<file path="src/rtl/note_player_pkg.sv">
// Shared types and sizing helpers for the note player.
// Imported by the top level and the tone generator.
package note_player_pkg;

    typedef enum logic [1:0] {
        IDLE = 2'd0,
        PLAY = 2'd1,
        GAP  = 2'd2,
        DONE = 2'd3
    } state_t;

    // Bits needed to count 0..n-1, never less than one bit.
    function automatic int cnt_w(input int n);
        return (n <= 1) ? 1 : $clog2(n);
    endfunction

endpackage

</file>
<file path="src/rtl/note_tone_gen.sv">
// Square-wave generator: toggles every hp enabled cycles, starting high.
// Output is combinational from its own flops and en, so dropping en silences it at once.
module note_tone_gen
    import note_player_pkg::*;
#(
    parameter int PERIOD_W = 16
) (
    input  logic                clk,
    input  logic                rst,
    input  logic                en,
    input  logic [PERIOD_W-1:0] hp,
    output logic                audio
);

    logic [PERIOD_W-1:0] phase_q;
    logic                low_q;

    // Phase counter wraps at hp-1 and flips the half-cycle flag; held clear while disabled.
    always_ff @(posedge clk or negedge rst) begin
        if (!rst) begin
            phase_q <= '0;
            low_q   <= 1'b0;
        end else if (!en || hp == '0) begin
            phase_q <= '0;
            low_q   <= 1'b0;
        end else if (phase_q == hp - PERIOD_W'(1)) begin
            phase_q <= '0;
            low_q   <= ~low_q;
        end else begin
            phase_q <= phase_q + PERIOD_W'(1);
        end
    end

    assign audio = en && (hp != '0) && !low_q;

endmodule

</file>
<file path="src/rtl/note_player.sv">
// Plays one handshaked note as a square wave for dur*TICK_DIV cycles,
// then a fixed silent gap, then a one-cycle done pulse.
module note_player
    import note_player_pkg::*;
#(
    parameter int PERIOD_W   = 16,
    parameter int DUR_W      = 16,
    parameter int TICK_DIV   = 1000,
    parameter int GAP_CYCLES = 0
) (
    input  logic                clk,
    input  logic                rst,
    input  logic                note_val,
    output logic                note_rdy,
    input  logic [PERIOD_W-1:0] note_half_period,
    input  logic [DUR_W-1:0]    note_dur,
    input  logic                stop,
    output logic                audio_out,
    output logic                busy,
    output logic                done
);

    localparam int TICK_W = cnt_w(TICK_DIV);
    localparam int GAP_W  = cnt_w(GAP_CYCLES + 1);
    localparam logic [TICK_W-1:0] TICK_LAST = TICK_W'(TICK_DIV - 1);
    localparam logic [GAP_W-1:0]  GAP_LAST  = GAP_W'((GAP_CYCLES > 0) ? GAP_CYCLES - 1 : 0);

    state_t              state_q, state_d;
    logic [PERIOD_W-1:0] hp_q, hp_d;
    logic [DUR_W-1:0]    rem_q, rem_d;
    logic [TICK_W-1:0]   tick_q, tick_d;
    logic [GAP_W-1:0]    gap_q, gap_d;
    logic                tick_fire;

    assign tick_fire = (tick_q == TICK_LAST);

    always_ff @(posedge clk or negedge rst) begin
        if (!rst) begin
            state_q <= IDLE;
            hp_q    <= '0;
            rem_q   <= '0;
            tick_q  <= '0;
            gap_q   <= '0;
        end else begin
            state_q <= state_d;
            hp_q    <= hp_d;
            rem_q   <= rem_d;
            tick_q  <= tick_d;
            gap_q   <= gap_d;
        end
    end

    // Next-state logic; stop is checked first so it beats a coincident tick or end of note.
    always_comb begin
        state_d  = state_q;
        hp_d     = hp_q;
        rem_d    = rem_q;
        tick_d   = tick_q;
        gap_d    = gap_q;
        note_rdy = (state_q == IDLE) && !stop;
        busy     = (state_q == PLAY) || (state_q == GAP);
        done     = (state_q == DONE);

        case (state_q)
            IDLE: begin
                if (note_val && note_rdy) begin
                    hp_d   = note_half_period;
                    rem_d  = note_dur;
                    tick_d = '0;
                    gap_d  = '0;
                    if (note_dur != '0)
                        state_d = PLAY;
                    else if (GAP_CYCLES > 0)
                        state_d = GAP;
                    else
                        state_d = DONE;
                end
            end
            PLAY: begin
                if (stop) begin
                    state_d = IDLE;
                end else if (tick_fire) begin
                    tick_d = '0;
                    rem_d  = rem_q - DUR_W'(1);
                    if (rem_q == DUR_W'(1)) begin
                        gap_d = '0;
                        if (GAP_CYCLES > 0)
                            state_d = GAP;
                        else
                            state_d = DONE;
                    end
                end else begin
                    tick_d = tick_q + TICK_W'(1);
                end
            end
            GAP: begin
                if (stop)
                    state_d = IDLE;
                else if (gap_q == GAP_LAST)
                    state_d = DONE;
                else
                    gap_d = gap_q + GAP_W'(1);
            end
            DONE: begin
                state_d = IDLE;
            end
            default: begin
                state_d = IDLE;
            end
        endcase
    end

    note_tone_gen #(
        .PERIOD_W (PERIOD_W)
    ) u_tone (
        .clk   (clk),
        .rst   (rst),
        .en    (state_q == PLAY),
        .hp    (hp_q),
        .audio (audio_out)
    );

endmodule

</file>
<file path="config.mk">
export PLATFORM = sky130hd
export DESIGN_NAME = note_player
export DESIGN_NICKNAME = d
export VERILOG_FILES = /design/src/rtl/note_player_pkg.sv /design/src/rtl/note_tone_gen.sv /design/src/rtl/note_player.sv
export SDC_FILE = /design/constraint.sdc
export NUM_CORES = 1
export LEC_CHECK = 0
export BUFFER_PORTS_ARGS = -buffer_cell sky130_fd_sc_hd__buf_2
export CAP_MARGIN = 20
export CORE_MARGIN = 1
export CORE_UTILIZATION = 59
export DETAILED_ROUTE_END_ITERATION = 7
export PLACE_DENSITY = 0.8
export SLEW_MARGIN = 0
export SYNTH_ARGS = -nofsm -noshare
export SYNTH_HDL_FRONTEND = slang
export SYNTH_SLANG_ARGS = --single-unit
</file>
<file path="constraint.sdc">
create_clock -name clk -period 4.2 [get_ports clk]
set_input_delay 0.63 -clock clk [delete_from_list [all_inputs] [get_ports clk]]
set_output_delay 0.63 -clock clk [all_outputs]
set_load 0.005 [all_outputs]
</file>
Word level (Yosys, flattened, before mapping)

Cells that the tools add are included.

Add/sub/neg operators: 5
Eq/ne operators: 14
Muxes and demuxes: 27
Bitwise operators: 1
Reductions and logical operators: 21

Operators with widths:

| cell                                                                 | count |
|---|---|
| 16-bit two-way mux                                                   | 5 |
| 16-bit case mux with 2 select lines                                  | 1 |
| 16-bit nonzero test                                                  | 2 |
| 16-bit by 1-bit subtractor with 16-bit output, second input constant | 2 |
| 10-bit two-way mux                                                   | 3 |
| 10-bit case mux with 2 select lines                                  | 1 |
| 16-bit by 1-bit adder with 16-bit output, second input constant      | 1 |
| 16-bit by 1-bit == test with 1-bit output, second input constant     | 1 |
| 16-bit == test                                                       | 1 |
| 16-bit zero test                                                     | 1 |
| 2-bit two-way mux                                                    | 7 |
| 10-bit by 1-bit adder with 10-bit output, second input constant      | 1 |
| 10-bit == test, second input constant                                | 1 |
| 3-bit inequality test, second input constant                         | 3 |
| 1-bit two-way mux                                                    | 8 |
| 2-bit inequality test, second input constant                         | 4 |
| 2-bit case mux with 4 select lines                                   | 1 |
| 4-bit AND reduction                                                  | 2 |
| 6-bit AND reduction                                                  | 1 |
| 2-bit == test, second input constant                                 | 2 |
| 1-bit logical AND                                                    | 4 |
| 2-bit nonzero test                                                   | 2 |
| 1-bit zero test                                                      | 3 |
| 1-bit case mux with 3 select lines                                   | 1 |
| other kinds (9)                                                      | 10 |

Flip-flop bits (word level): 62
Bits of input ports: 36
Output and inout port bits: 4
Word-level logic and storage cells: 75

Longest topological paths before layout

Depth after elaboration: 5
Gate-level depth with buffers: 10
Depth with buffers taken out: 8

Modules after synthesis

A second synthesis with hierarchy kept.

Cell total of the unflattened synthesis: 391
Area, all modules: 3799.9 µm²

Modules (own cells, without submodules):

| module        | times used | cells an instance | area each (µm²) | seq. area each (µm²) |
|---|---|---|---|---|
| note_player   | 1          | 234               | 2352.3          | 1101.1 |
| note_tone_gen | 1          | 157               | 1447.6          | 425.4 |

Worst setup path after synthesis

Ideal clock, no wire load.

Kind: register to register
Start: register hp_q[0]
End: register u_tone.phase_q[6]
Setup time: 0.159 ns
Arrival time: 2.785 ns
Data required time: 4.041 ns
Path slack: 1.256 ns
Cell stages (with the launch flop): 11
Path through: dfrtp_1 inv_1 ha_1 or4b_1 buf_2 or3_4 a2111oi_4 o2111ai_1 nor4b_4 buf_6 nor3_1

Longest elaborated chain between the ends: 4
Elaborated cells on any way between the ends: 6
Classes of those cells: 1 x add/sub; 1 x eq/ne; 2 x mux; 2 x reduce/logical

RTL lines:

| element                                       | RTL line            | text |
|---|---|---|
| start, declared                               | note_player.sv:29   | `logic [PERIOD_W-1:0] hp_q, hp_d;` |
| start signal, assigned                        | note_player.sv:46   | `hp_q <= hp_d;` |
| 16-bit by 1-bit subtractor with 16-bit output | note_tone_gen.sv:26 | `end else if (phase_q == hp - PERIOD_W'(1)) begin` |
| 16-bit == test                                | note_tone_gen.sv:26 |  |
| 16-bit two-way mux                            | note_tone_gen.sv:26 |  |
| 16-bit two-way mux (*)                        | note_tone_gen.sv:23 | `end else if (!en \|\| hp == '0) begin` |
| end signal, assigned                          | note_tone_gen.sv:30 | `phase_q <= phase_q + PERIOD_W'(1);` |
| end, declared                                 | note_tone_gen.sv:15 | `logic [PERIOD_W-1:0] phase_q;` |

Mark *: on every way between the ends. The rest lies on a longest branch, timed or not.
A chain may end at the register's enable or synchronous reset.

Final worst setup path

Start: register hp_q[0]
End: register u_tone.phase_q[15]

The elaborated chain is that of the path after synthesis.

==> metrics.log <==
INFO  metric clock_tree_from_tritoncts = built
INFO  metric synth_compound_gate_area_share = 0.1211
INFO  metric setup-violations-final = 0
INFO  metric clk_pin_slew_worst_paths = 70 ps
INFO  metric synthDominantCellAreaShare = 0.4162
INFO  metric worst_pin_slew = 899.8 ps
INFO  metric all_layer_global_routing_usage = 0.2761
INFO  metric drt_wl_total = approximately 8000 µm
INFO  metric tritonroute_pass_1_iters = 5
INFO  metric worst_skew_pair.late_latency = 340 ps
INFO  metric fraction_of_the_yosys_area_taken_by_sequential_cells = 0.4162
INFO  metric final_worst_path_period_share = 0.8335
INFO  metric dieHeight = 80.84 µm
INFO  metric max_freq = 285.6 MHz
INFO  metric clock_skew = 10.62 ps
INFO  metric multiplexer_area_fraction_after_synthesis = 0.07165
INFO  metric antenna_cells = 0
INFO  metric synth_nets = 431
INFO  metric slowest_stage = nor4b_4
INFO  metric cts_buffer_depth = 2
INFO  metric clock-root-buffer = clkbuf_8
INFO  metric postCtsHoldBufs = 0
INFO  metric tns = 0 ps
INFO  metric fraction_of_layout_cells_with_a_size_suffix_above_1 = 0.1976
INFO  metric synth.distinct_cells = 49
INFO  metric syn_area_per_cell = 9.501 µm²
INFO  metric worst_path_dominant_cell_family = simple AND/OR/NAND/NOR gates
INFO  metric via_per_inst = 6.106
INFO  metric final_hold_viol_count = 0
INFO  metric synthFlopType = dfrtp_1
INFO  metric worstSetupPathType = flop to flop
INFO  metric die_w = 80.84 µm
INFO  metric asyncSetResetFlopFracSynth = 1.000
INFO  metric number_of_enable_type_register_cells_in_the_synthesized_netlist = 0
INFO  metric core_area = 0.005956 mm²
INFO  metric grt_pass1_wl = ~14,000 µm
INFO  metric cts-buffers-inserted = 9
INFO  metric drt_iter0_drc = between 150 and 200
INFO  metric synthTopCellsByArea = dfrtp_1, mux2_2, xor2_1, nor3_1, xnor2_1
INFO  metric fin_area = 0.004135 mm²
INFO  metric worstPathCellList = inv_1, ha_1, or4b_1, or3_4, a2111oi_4, o2111ai_1, nor4b_4, nor3_1
INFO  metric synth_top_family_by_area = simple AND/OR/NAND/NOR gates
INFO  metric area_growth_syn_to_layout = 12.76%
INFO  metric via_count_of_the_first_global_routing_pass = 2,977
INFO  metric synth_area = 0.003667 mm²
INFO  metric htree_levels = 3
INFO  metric detailedPlacementHpwl = 5721 µm
INFO  metric die-area = 0.006535 mm²
INFO  metric worst_case_headroom_to_the_max_slew_limit = 0.3976
INFO  metric synth-adder-area-share = 0.03071
INFO  metric worst_hold_path_type = primary input to async pin
INFO  metric outcome = completed
INFO  metric initial_utilization = 0.6158
INFO  metric synth_xor_area_frac = 0.09212
INFO  metric grt_max_degree = 33
INFO  metric post_place_worst_slack = between 700 and 800 ps
INFO  metric design.final.nets = 465
INFO  metric routed-via-count = 3,053
INFO  metric clock_sinks = 61
INFO  metric finalWorstSetupSlack = 699.1 ps
INFO  metric placement_rows = 28
INFO  metric boundaryPins = 40
INFO  metric timing.final.crit_period = approximately 3500 ps
INFO  metric worst_setup_path_start_kind = flop
INFO  metric synth-simple-area-share = 0.2337
INFO  metric routabilityCongestion = 0.8193
INFO  metric setup.worst_path.end_class = flop
INFO  metric static_leakage = 1.800 nW
INFO  metric drv_slew = 0
INFO  metric antenna_violations_before_repair = 0
INFO  metric global_route.overflow_total = 0
INFO  metric cp_data_required_time = 4370 ps
INFO  metric post-synth-top-area-cell = dfrtp_1
INFO  metric ant_nets = 0
INFO  metric netlist_instances = slightly below 400
INFO  metric placedInstanceArea = between 0.003 and 0.004 mm²
INFO  metric warnings_from_yosys = 0
INFO  metric cp.arrival = 3680 ps
INFO  metric list_of_most_frequent_post_synthesis_cells = dfrtp_1, nor3_1, nor2_1
INFO  metric route.detailed.wl_per_inst = 16.04 µm
INFO  metric postCtsSetupRepairBufs = 0
INFO  metric power_per_cell_area = 654.9 mW/mm²
INFO  metric cts-resized-gates = 0
INFO  metric critPathMaxFanout = 16
INFO  metric rsz0062_at_grt = false
INFO  metric portBuffers = 39
INFO  metric synthMostInstantiatedCell = dfrtp_1
INFO  metric cp_num_buf_inv = 1
INFO  metric ys_ff_latch = 61
INFO  metric critical-path-max-stage-delay = 790 ps
INFO  metric peakVddDrop = 0.0005063 V
INFO  metric drv.max_cap_violation_count = 0
INFO  metric detail_route.drc_violations = 0
layout by cell type (no fill, tap or decap), types with 3 or more instances in the layout:
master and instances:
a21oi_1 20, and3_1 7, and4_1 5, buf_2 39
buf_4 4, clkbuf_8 11, dfrtp_1 61, ha_1 9
inv_1 11, mux2_2 18, mux2i_1 6, nand2_1 19
nand2b_1 7, nand3_1 17, nand4_1 9, nor2_1 23
nor3_1 28, nor4_1 10, o21ai_0 17, o22ai_1 15
o31ai_1 3, or3_1 7, or4_1 5, xnor2_1 16
xor2_1 20
flip-flops by register name, indices dropped and copies added, names as in the netlist:
signal	count
hp_q	16
u_tone.phase_q	16
rem_q	16
u_tone.low_q	1
state_q	2
tick_q	10
cell type report:
class / instances / area, µm²
clock buffer: 12 / 155.1
timing repair buffer: 43 / 225.2
inverter: 11 / 41.29
clock inverter: 4 / 70.07
multi-input combinational: 294 / 2023
sequential: 61 / 1526
tap: 75 / 93.84
fill: 461 / 1821
stage by stage:
| stage | util | cells | hold WS (ps) | power [W] |
|---|---|---|---|---|
| 2_1_floorplan | - | 386 | 334.4 | 0.001827 |
| 3_3_place_gp | 0.6565 | 484 | 519.8 | 0.002073 |
| 3_5_place_dp | 0.6565 | 484 | 525.7 | 0.002114 |
| 4_1_cts | 0.6943 | 500 | 350.7 | 0.002709 |
| 5_1_grt | 0.6943 | 500 | 379.0 | 0.002918 |
| 6_report | 0.6943 | 500 | 332.5 | 0.002708 |
cell families (layout without fill, tap and decap cells):
kind of cell               count (synthesis)  count (layout)
and+or+nand+nor                          153             153
AOI/OAI and AO/OA                         71              71
DFF                                       61              61
xor gates and xnor gates                  37              37
buffers and inverters                     31              70
muxes                                     24              24
adders and majority gates                  9               9
worst register-to-register path, cell delays in order (launching register included):
cell and delay [ps]:
dfrtp_1 440, inv_1 90, ha_1 240, or4b_1 630, or3_4 440, a2111oi_4 360, o2111ai_1 230, nor4b_4 790
nor3_1 140
report_power, final:
group	switching, W	internal (W)
clock network	0.000226	0.000365
logic	0.000608	0.000507
registers	0.000234	0.000768
total	0.00107	0.00164
worst paths after layout:
kind | from | to | slack, ps | cells past startpoint
worst min-delay path | rst | u_tone.low_q$_DFFE_PN0P_ | 330 | 1
worst max register to register | hp_q[0]$_DFFE_PN0P_ | u_tone.phase_q[15]$_DFF_PN0_ | 700 | 8
worst min register to register | u_tone.phase_q[0]$_DFF_PN0_ | u_tone.phase_q[0]$_DFF_PN0_ | 530 | 1
worst max-delay path | hp_q[0]$_DFFE_PN0P_ | u_tone.phase_q[15]$_DFF_PN0_ | 700 | 8
max in group asynchronous | rst | hp_q[7]$_DFFE_PN0P_ | 2990 | 2
min in group clk | u_tone.phase_q[0]$_DFF_PN0_ | u_tone.phase_q[0]$_DFF_PN0_ | 530 | 1
metal layers:
layer  wire length (µm)  GRT usage  up-vias
li1                   -          -     1483
met1               3590     0.3587     1440
met2               3849     0.4429      111
met3                383    0.06180       19
met4                195     0.1196        0
met5                  0          0        -
No activity file was read; power rests on OpenSTA's default activity.
